[config.mk]
export PLATFORM = sky130hd
export DESIGN_NAME = fsm_bcd_timer
export DESIGN_NICKNAME = d
export VERILOG_FILES = /design/src/rtl/fsm_pkg.sv /design/src/rtl/bcd_digit_down.sv /design/src/rtl/fsm_bcd_timer.sv
export SDC_FILE = /design/constraint.sdc
export NUM_CORES = 1
export LEC_CHECK = 0
export BUFFER_PORTS_ARGS = -buffer_cell sky130_fd_sc_hd__buf_2
export CORE_MARGIN = 2
export CORE_UTILIZATION = 34
export DETAILED_ROUTE_END_ITERATION = 7
export HOLD_SLACK_MARGIN = 0.15
export PLACE_DENSITY = 0.64
export SLEW_MARGIN = 5
export SYNTH_ARGS = -nofsm -noshare
export SYNTH_HDL_FRONTEND = slang
export SYNTH_SLANG_ARGS = --single-unit
[constraint.sdc]
create_clock -name clk -period 2.03 [get_ports clk]
set_input_delay 0.1015 -clock clk [delete_from_list [all_inputs] [get_ports clk]]
set_output_delay 0.1015 -clock clk [all_outputs]
set_load 0.005 [all_outputs]
[src/rtl/fsm_pkg.sv]
// Shared state and BCD constants for the FSM timer blocks.
// Optional feature macro: FSM_TIMER_AUTO_RELOAD_EN.
package fsm_pkg;

  typedef enum logic [1:0] {
    ST_IDLE  = 2'd0,
    ST_RUN   = 2'd1,
    ST_PAUSE = 2'd2,
    ST_DONE  = 2'd3
  } state_t;

  localparam logic [3:0] BCD_MAX  = 4'd9;
  localparam logic [3:0] BCD_ZERO = 4'd0;

  function automatic logic [3:0] bcd_clamp(
    input logic [3:0] d
  );
    return (d > BCD_MAX) ? BCD_MAX : d;
  endfunction

endpackage

[src/rtl/bcd_digit_down.sv]
// Single BCD digit decrement with borrow out on 0 -> 9 wrap.
module bcd_digit_down
  import fsm_pkg::*;
(
  input  logic       i_dec,
  input  logic [3:0] i_digit,
  output logic [3:0] o_digit,
  output logic       o_borrow
);

  always_comb begin
    o_digit  = i_digit;
    o_borrow = 1'b0;
    if (i_dec) begin
      if (i_digit == BCD_ZERO) begin
        o_digit  = BCD_MAX;
        o_borrow = 1'b1;
      end else begin
        o_digit = i_digit - 4'd1;
      end
    end
  end

endmodule

[src/rtl/fsm_bcd_timer.sv]
// Loadable two-digit BCD countdown timer with pause and terminal flag.
// Define FSM_TIMER_AUTO_RELOAD_EN to reload from DONE on tick.
module fsm_bcd_timer
  import fsm_pkg::*;
(
  input  logic       clk,
  input  logic       rst,
  input  logic       load,
  input  logic [7:0] load_val,
  input  logic       start,
  input  logic       pause,
  input  logic       tick,
  output logic [3:0] cnt_ones,
  output logic [3:0] cnt_tens,
  output logic       bout,
  output logic       busy,
  output logic       done
);

  state_t     r_state;
  state_t     w_state_nxt;
  logic [3:0] r_ones;
  logic [3:0] r_tens;
  logic [3:0] w_ones_nxt;
  logic [3:0] w_tens_nxt;
  logic       r_bout;
  logic       r_busy;
  logic       r_done;
  logic       w_bout_nxt;
  logic       w_busy_nxt;
  logic       w_done_nxt;

  logic       w_dec;
  logic [3:0] w_ones_dec;
  logic [3:0] w_tens_dec;
  logic       w_ones_brw;
  logic       w_tens_brw;
  logic [3:0] w_ld_ones;
  logic [3:0] w_ld_tens;

`ifdef FSM_TIMER_AUTO_RELOAD_EN
  logic [7:0] r_rl;
  logic [7:0] w_rl_nxt;
`endif

  assign w_ld_ones = bcd_clamp(load_val[3:0]);
  assign w_ld_tens = bcd_clamp(load_val[7:4]);
  assign w_dec     = (r_state == ST_RUN) & ~load & ~pause & tick;

  bcd_digit_down u_ones (
    .i_dec    (w_dec),
    .i_digit  (r_ones),
    .o_digit  (w_ones_dec),
    .o_borrow (w_ones_brw)
  );

  bcd_digit_down u_tens (
    .i_dec    (w_ones_brw),
    .i_digit  (r_tens),
    .o_digit  (w_tens_dec),
    .o_borrow (w_tens_brw)
  );

  always_ff @(posedge clk or negedge rst) begin
    if (!rst) begin
      r_state <= ST_IDLE;
      r_ones  <= BCD_ZERO;
      r_tens  <= BCD_ZERO;
      r_bout  <= 1'b0;
      r_busy  <= 1'b0;
      r_done  <= 1'b0;
    end else begin
      r_state <= w_state_nxt;
      r_ones  <= w_ones_nxt;
      r_tens  <= w_tens_nxt;
      r_bout  <= w_bout_nxt;
      r_busy  <= w_busy_nxt;
      r_done  <= w_done_nxt;
    end
  end

`ifdef FSM_TIMER_AUTO_RELOAD_EN
  always_ff @(posedge clk or negedge rst) begin
    if (!rst) r_rl <= 8'h00;
    else      r_rl <= w_rl_nxt;
  end
`endif

  always_comb begin
    w_state_nxt = r_state;
    w_ones_nxt  = r_ones;
    w_tens_nxt  = r_tens;
    w_bout_nxt  = 1'b0;
`ifdef FSM_TIMER_AUTO_RELOAD_EN
    w_rl_nxt    = r_rl;
`endif
    if (load) begin
      w_ones_nxt  = w_ld_ones;
      w_tens_nxt  = w_ld_tens;
      w_state_nxt = ST_IDLE;
`ifdef FSM_TIMER_AUTO_RELOAD_EN
      w_rl_nxt    = {w_ld_tens, w_ld_ones};
`endif
    end else begin
      case (r_state)
        ST_IDLE: begin
          if (!pause && start) begin
            if (r_ones == BCD_ZERO && r_tens == BCD_ZERO)
              w_state_nxt = ST_DONE;
            else
              w_state_nxt = ST_RUN;
          end
        end
        ST_RUN: begin
          if (pause) begin
            w_state_nxt = ST_PAUSE;
          end else if (tick) begin
            w_ones_nxt = w_ones_dec;
            w_tens_nxt = w_tens_dec;
            // a wrap below 00 can not happen in RUN; guard anyway
            w_bout_nxt = w_ones_brw & ~w_tens_brw;
            if (w_ones_dec == BCD_ZERO && w_tens_dec == BCD_ZERO)
              w_state_nxt = ST_DONE;
          end
        end
        ST_PAUSE: begin
          if (!pause && start)
            w_state_nxt = ST_RUN;
        end
        ST_DONE: begin
`ifdef FSM_TIMER_AUTO_RELOAD_EN
          if (!pause && !start && tick && r_rl != 8'h00) begin
            w_ones_nxt  = r_rl[3:0];
            w_tens_nxt  = r_rl[7:4];
            w_state_nxt = ST_RUN;
          end
`endif
        end
        default: w_state_nxt = ST_IDLE;
      endcase
    end
  end

  always_comb begin
    w_busy_nxt = (w_state_nxt == ST_RUN) || (w_state_nxt == ST_PAUSE);
    w_done_nxt = (w_state_nxt == ST_DONE);
  end

  assign cnt_ones = r_ones;
  assign cnt_tens = r_tens;
  assign bout     = r_bout;
  assign busy     = r_busy;
  assign done     = r_done;

endmodule

**Word level (Yosys, flattened, before mapping)**

Cells that the tools add are included.

- Register bits: 13
- Input port bits: 14
- Output and inout port bits: 11
- Word-level logic and storage cells: 66

- $add $sub $neg: 2
- Magnitude comparators: 2
- Equal/unequal tests: 6
- Mux-type cells: 30
- Bitwise operators: 7
- Reductions and logical operators: 13

Operator list:

| kind | count |
|---|---|
| 4-bit 2-to-1 mux | 14 |
| 4-bit zero test | 4 |
| 2-bit 2-to-1 mux | 7 |
| 4-bit > comparator (second input constant) | 2 |
| 1-bit 2-to-1 mux | 8 |
| 4-bit by 1-bit subtractor with 4-bit output (second input constant) | 2 |
| 2-bit equality test (second input constant) | 3 |
| 2-bit case mux with 3 select lines | 1 |
| 1-bit AND | 4 |
| 2-bit by 1-bit equality test with 1-bit output (second input constant) | 2 |
| 2-bit nonzero test | 2 |
| 1-bit logical AND | 3 |
| 1-bit NOT | 3 |
| 3-bit AND reduction | 1 |
| 2-bit zero test | 1 |
| 2-bit != test (second input constant) | 1 |
| 1-bit zero test | 1 |
| 1-bit logical OR | 1 |

**Longest topological paths before layout**

Gate-level depths: netlist of the first run.

- Depth after elaboration: 15
- Gate-level depth with buffers: 8
- Mapped depth without buffers: 7

**Cells and area by module**

A second synthesis of the first run with hierarchy kept.

- Cell total of the unflattened synthesis: 84
- Area total of the unflattened synthesis: 829.5 um^2

By module, submodules not included:

| module | instances | cells an instance | area an instance (um^2) | seq. area each (um^2) |
|---|---|---|---|---|
| fsm_bcd_timer | 1 | 62 | 671.9 | 325.3 |
| bcd_digit_down | 2 | 11 | 78.8 | 0.0 |

**Worst setup path after synthesis of the first run**

Ideal clock, no wire load.

- Path kind: register to register
- Start: register r_ones[0], in the netlist cnt_ones[0]
- End: register r_busy, in the netlist busy
- Setup time: 0.126 ns
- Arrival time: 2.089 ns
- Required time: 1.904 ns
- Setup slack: -0.185 ns
- Stages on the path, launching flop included: 9
- Buffers on the path: 1
- Clock period less this slack: 2.215 ns
- Cells stage by stage: dfrtp_1 inv_1 ha_1 or3b_1 buf_6 a2111oi_4 nor3_1 a32o_1 ha_1

- Longest elaborated chain between the ends: 13
- Elaborated cells between the ends (all ways): 21
- Classes of those cells: 1 x add/sub; 2 x eq/ne; 12 x mux; 6 x reduce/logical

RTL lines:

| element | line | text |
|---|---|---|
| start, declared | fsm_bcd_timer.sv:22 | `logic [3:0] r_ones;` |
| start signal, assigned | fsm_bcd_timer.sv:74 | `r_ones <= w_ones_nxt;` |
| branches (longest 9 deep; another with 4-bit by 1-bit subtractor with 4-bit output) | -- |  |
| 2-bit case mux with 3 select lines (*) | fsm_bcd_timer.sv:105 | `case (r_state)` |
| 2-bit 2-to-1 mux (*) | fsm_bcd_timer.sv:97 | `if (load) begin` |
| via w_state_nxt[1] | fsm_bcd_timer.sv:21 | `state_t w_state_nxt;` |
| 2-bit by 1-bit equality test with 1-bit output or 2-bit equality test (tied branches) | fsm_bcd_timer.sv:145 | `w_busy_nxt = (w_state_nxt == ST_RUN) \|\| (w_state_nxt == ST_PAUSE);` |
| 1-bit logical OR (*) | fsm_bcd_timer.sv:145 |  |
| via w_busy_nxt | fsm_bcd_timer.sv:30 | `logic w_busy_nxt;` |
| end signal, assigned | fsm_bcd_timer.sv:77 | `r_busy <= w_busy_nxt;` |
| end, declared | fsm_bcd_timer.sv:27 | `logic r_busy;` |

Mark *: on every way through the listed nets, which the timed path passes.
A chain may end at the register's enable or synchronous reset.

**Worst setup path after layout of the first run**

- Start: register r_ones[1], in the netlist cnt_ones[1]
- End: register r_busy, in the netlist busy

Same word-level chain as after synthesis.

==> impl_metrics.yaml, run 1 <==
outcome:
  status: "completed"
power:
  power.total_uw: 661
  combPwrFrac: 0.307
  p_leak_nw: 0.525
  pwr-share-clk: 0.240
  powerDensity_nw_per_um2: 567
  switchingPower_uw: 199
  power.share.switching: 0.301
  irDropWorstVdd_uv: 290
  internal_power_uw: 462
  p_seq_frac: 0.453
finish:
  drive_above_1_share: 0.346
  syn_to_final_growth_pct: 39.1
  post-route-util: 0.512
  num-nets-final: 150
  diodes: 0
setup_path:
  r2r_cells: 7
  crit_arrival_ps: 2160
  r2r_start: "cnt_ones[1]"
  r2r_slack_ps: 30
  path_max_fanout: 3
  critical_path_class: "reg -> reg"
  r2r-end: "busy"
  worstPathRequired_ps: 2190
  cp-end-kind: "flop"
  cp-start-kind: "flop"
timing:
  fmax_ghz: 0.500
  rsz0062_at_grt: "true"
  worst-slew-pin-transition_ps: 443
  min_period_ps: 2000
  setup_slack_ps: 30.3
  final-setup-viol-count: 0
  relSlewSlack: 0.702
  post-route-period-util: 0.985
  hold_viol: 0
  finClkSkew_ps: 4.12
  timing_max_transition_violations_final: 0
cts:
  post_cts_buffers: 0
  h-tree-depth: 1
  cts_tree: "done"
  clockRootBuffer: "clkbuf_4"
  cts_buffer_depth: 2
  cts_inserted_buffers: 3
  cts_sinks: 13
  clock_latency_ps: 270
  clk_pin_slew_worst_paths_ps: 80
logic_synthesis:
  ys_types: 38
  seq_area_frac_synth: 0.388
  netlist_instances: 92
  synth-edff-count: 0
  synth_area_leaders: "dfrtp_1 39%, nand2_1 6.3%, o21ai_0 4.2%"
  synth_top_area_frac: 0.388
  synth_top_flop_cell: "dfrtp_1"
  synth_nets: 108
  postSynth.asyncResetShare: 1.00
  yosys.area.top_type: "dfrtp_1"
  avgSynthCellArea_um2: 9.11
  yosysWarningCount: 0
  ys_ff_latch: 13
  netlist_area_um2: 838
detailed_routing:
  drtIter0Drc: 17
  dr.pass1.iters: 4
  vias: 853
  route.detailed.drc: 0
  viasPerCell: 5.30
  routedWlPerCell_um: 12.9
  final_antenna_net_count: 0
  wl_um: 2080
floorplan:
  die_area_um2: 2880
  pin_count: 25
  die_y_um: 53.7
  initial_core_util: 0.368
  core.rowCount: 17
  die_w_um: 53.7
  coreArea_um2: 2280
min_path:
  hold_end: "cnt_ones[0]"
  hold_start: "load_val[2]"
  min_path_type: "in -> reg"
  hold_depth: 4
run:
  max_cap_violations: 0
global_route:
  grtUsageTotal: 0.169
  antenna_found_initial: 0
  grt_overflow: 0
  grt_pass1_wl_um: 3510
  grt_max_degree: 21
  grt_pass1_vias: 815
placed_design:
  hpwl_um: 1590
  numPortBuffers: 24
  pre_cts_slack_ps: 17.6
  routabilityCongestion: 0.811
[power by group through the flow]
stage / clock network [mW] / registers [mW] / logic [mW]
5_1_grt: 0.175 / 0.303 / 0.225
4_1_cts: 0.167 / 0.300 / 0.203
6_report: 0.159 / 0.300 / 0.203
3_3_place_gp: 0 / 0.304 / 0.182
2_1_floorplan: 0 / 0.307 / 0.106
3_5_place_dp: 0 / 0.305 / 0.189
[flip-flops by register name, indices dropped and copies added (netlist names)]
register,cells
cnt_tens,4
r_state,2
bout,1
done,1
cnt_ones,4
busy,1
[repair_timing]
action | 4_1_cts | 5_1_grt
hold buffers | 9 | 0
endpoints found under the setup margin | 0 | 2
gates resized for setup | 0 | 1
hold endpoints to repair | 21 | 0
[cell usage after synthesis, drive strengths merged, types with 2 or more instances]
cell type / number
nor3: 5
o22ai: 4
a21oi: 4
o21ai: 8
or3b: 2
ha: 2
dfrtp: 13
inv: 3
o31ai: 2
o21a: 2
nand2: 14
mux2i: 2
nand3: 2
nor4: 3
clkbuf: 4
nor2: 3
[cell families (layout without fill, tap and decap cells)]
group / count (synthesis) / after routing / share of synthesized area
AO/OA/AOI/OAI: 27 / 27 / 0.231
XOR/XNOR: 2 / 2 / 0.0209
adder cells (fa/ha/maj): 2 / 2 / 0.0298
buffers and inverters: 8 / 49 / 0.0448
flip-flops: 13 / 13 / 0.388
multiplexers: 2 / 2 / 0.0239
AND/OR/NAND/NOR: 38 / 38 / 0.261
[metal layers]
layer / wire length, um / GRT usage / vias to the layer above
met5: 0 / 0 / -
met4: 23 / 0.0769 / 0
met3: 95 / 0.0167 / 4
met2: 1040 / 0.286 / 25
met1: 919 / 0.215 / 401
li1: - / - / 423
[critical path, stage by stage, from the launching register on]
cell       delay [ps]
dfrtp_1           390
inv_2              90
ha_4              130
or3b_4            390
a2111oi_4         280
nor3_1             70
a32o_1            240
ha_1              290
[through the flow]
step	TNS [ps]	hold slack (ps)	instance area (um2)	instances
2_1_floorplan	-54.2	-194	851	92
3_3_place_gp	0	-1.66	1050	148
3_5_place_dp	0	15.0	1050	148
4_1_cts	0	179	1160	161
5_1_grt	-64.0	240	1170	161
6_report	0	190	1170	161
[cell usage in the layout, fill, tap and decap left out, types with 3 or more instances in the layout]
master,n
buf_4,9
clkbuf_4,3
dlygate4sd3_1,9
o22ai_1,4
o21ai_0,7
nor3_1,5
dfrtp_1,13
nand2_1,14
a21oi_1,4
nor2_1,3
buf_2,24
[worst max-delay path by stage]
stage / start / to / slack [ps]
after floorplan: cnt_ones[1] / busy / -50
after global placement: cnt_ones[1] / busy / 50
after detailed placement: cnt_ones[1] / busy / 20
after CTS: cnt_ones[1] / busy / 1
after global routing: cnt_ones[1] / busy / -60
final: cnt_ones[1] / busy / 30
[final cells by class]
type | count | area [um2]
inverters | 3 | 11.3
flip-flops and latches | 13 | 325
well taps | 28 | 35.0
clock buffers | 4 | 26.3
fillers | 211 | 1110
multi-input cells | 71 | 490
repair buffers | 42 | 278
(Power assumes the default switching activity.)
==> inputs of run 2 (changes only) <==
Settings changed: BUFFER_PORTS_ARGS -buffer_cell sky130_fd_sc_hd__buf_2 to -buffer_cell sky130_fd_sc_hd__clkbuf_2.
==> impl_metrics.yaml, run 2 (synthesis gave the netlist of run 1 again) <==
floorplan:
  die_w_um: 53.7
  die_area_um2: 2880
  pin_count: 25
  initial_core_util: 0.368
  coreArea_um2: 2280
  core.rowCount: 17
  die_y_um: 53.7
outcome:
  status: "completed"
power:
  internal_power_uw: 466
  powerDensity_nw_per_um2: 565
  power.total_uw: 667
  combPwrFrac: 0.313
  pwr-share-clk: 0.237
  irDropWorstVdd_uv: 401
  p_leak_nw: 0.534
  p_seq_frac: 0.450
  switchingPower_uw: 201
  power.share.switching: 0.301
setup_path:
  worstPathRequired_ps: 2190
  path_max_fanout: 3
  critical_path_class: "reg -> reg"
  cp_slowest_cell: "dfrtp_1"
  crit_buf_inv: 1
  crit_arrival_ps: 2170
  cp-start-kind: "flop"
  crit_chain: "inv_2 -> ha_4 -> or3b_4 -> a2111oi_4 -> nor3_1 -> a32o_1 -> ha_1"
  cpPeakStageDelay_ps: 400
  cp-end-kind: "flop"
  cp_top_family: "compound AO/OA/AOI/OAI gates"
timing:
  hold_slack_ps: 184
  rsz0062_at_grt: "true"
  relSlewSlack: 0.699
  min_period_ps: 2010
  post-route-period-util: 0.989
  fmax_ghz: 0.498
  setup_slack_ps: 21.6
  worst-slew-pin-transition_ps: 447
  hold_viol: 0
  final-setup-viol-count: 0
  timing_max_transition_violations_final: 0
  finClkSkew_ps: 0.800
placed_design:
  routabilityCongestion: 0.811
  dpl.cell_count: 148
  pre_cts_slack_ps: 18.0
  numPortBuffers: 24
  hpwl_um: 1600
global_route:
  grt_pass1_wl_um: 3400
  grt_overflow: 0
  grtUsageTotal: 0.163
  grt_max_degree: 21
  grt_pass1_vias: 785
  antenna_found_initial: 0
cts:
  cts_sinks: 13
  clock_latency_ps: 270
  h-tree-depth: 1
  clockRootBuffer: "clkbuf_4"
  cts_tree: "done"
  cts_buffer_depth: 2
  clk_pin_slew_worst_paths_ps: 80
  cts_inserted_buffers: 3
finish:
  fillerInstances: 216
  finalNonFillerCells: 163
  layout_commonest_cell: "clkbuf_2"
  num-nets-final: 152
  drive_above_1_share: 0.356
  mostFrequentLayoutCells: "24 x clkbuf_2, 14 x nand2_1, 13 x dfrtp_1"
  syn_to_final_growth_pct: 40.9
  diodes: 0
run:
  max_cap_violations: 0
detailed_routing:
  route.detailed.drc: 0
  viasPerCell: 5.22
  drtIter0Drc: 11
  dr.pass1.iters: 4
  wl_um: 2060
  routedWlPerCell_um: 12.6
  vias: 851
  final_antenna_net_count: 0
min_path:
  min_path_type: "in -> reg"
run 2: cell count changes in the layout (fill, tap and decap cells not counted):
cell / before / now
buf_2: 24 / 0
buf_4: 9 / 11
clkbuf_2: 0 / 24
run 2: metrics by stage:
step                      setup TNS (ps)  utilization  area (um2)
after global placement                 0        0.460        1050
after global routing               -50.2        0.519        1180
after floorplan                    -54.2            -         851
after CTS                              0        0.512        1170
after detailed placement               0        0.460        1050
final                                  0        0.519        1180
run 2: path summary, 6_finish.rpt:
check,end,slack [ps],cells after the start,startpoint
worst max-delay path,busy,20,7,cnt_ones[1]
worst min-delay path,cnt_ones[0],180,4,load_val[2]
worst max register to register,busy,20,7,cnt_ones[1]
worst min register to register,r_state[0],640,2,r_state[0]
max in group asynchronous,cnt_ones[2],1530,2,rst
min in group asynchronous,cnt_tens[3],250,2,rst
run 2: tightest hold or removal path, delay by kind of cell:
family	cells	cell delay, ps
AOI/OAI and AO/OA	3	240
buffers and inverters	1	90
run 2: layout make-up:
class / count / area [um2] / share of cell area
clock buffers: 4 / 26.3 / 0.0222
inverters: 3 / 11.3 / 0.00953
multi-input cells: 71 / 490 / 0.415
flip-flops and latches: 13 / 325 / 0.275
well taps: 28 / 35.0 / 0.0297
repair buffers: 44 / 293 / 0.248
run 2: timing repair:
action	in CTS	in global routing
resized for setup	1	0
setup endpoints to repair	1	1
endpoints found under the hold margin	21	0
hold buffers	9	0
buffers inserted	0	2
run 2: per-layer routing:
layer,GRT usage,up-vias,share of wire
li1,-,429,-
met5,0,-,0
met2,0.272,17,0.50
met4,0.0769,0,0.016
met1,0.209,401,0.45
met3,0.0194,4,0.037
run 2: power by group through the flow:
stage	Sequential [mW]	Clock (mW)	Combinational, mW
floorplan	0.307	0	0.106
global placement	0.305	0	0.182
detailed placement	0.305	0	0.188
CTS	0.300	0.167	0.205
global route	0.303	0.173	0.231
finish	0.300	0.158	0.209
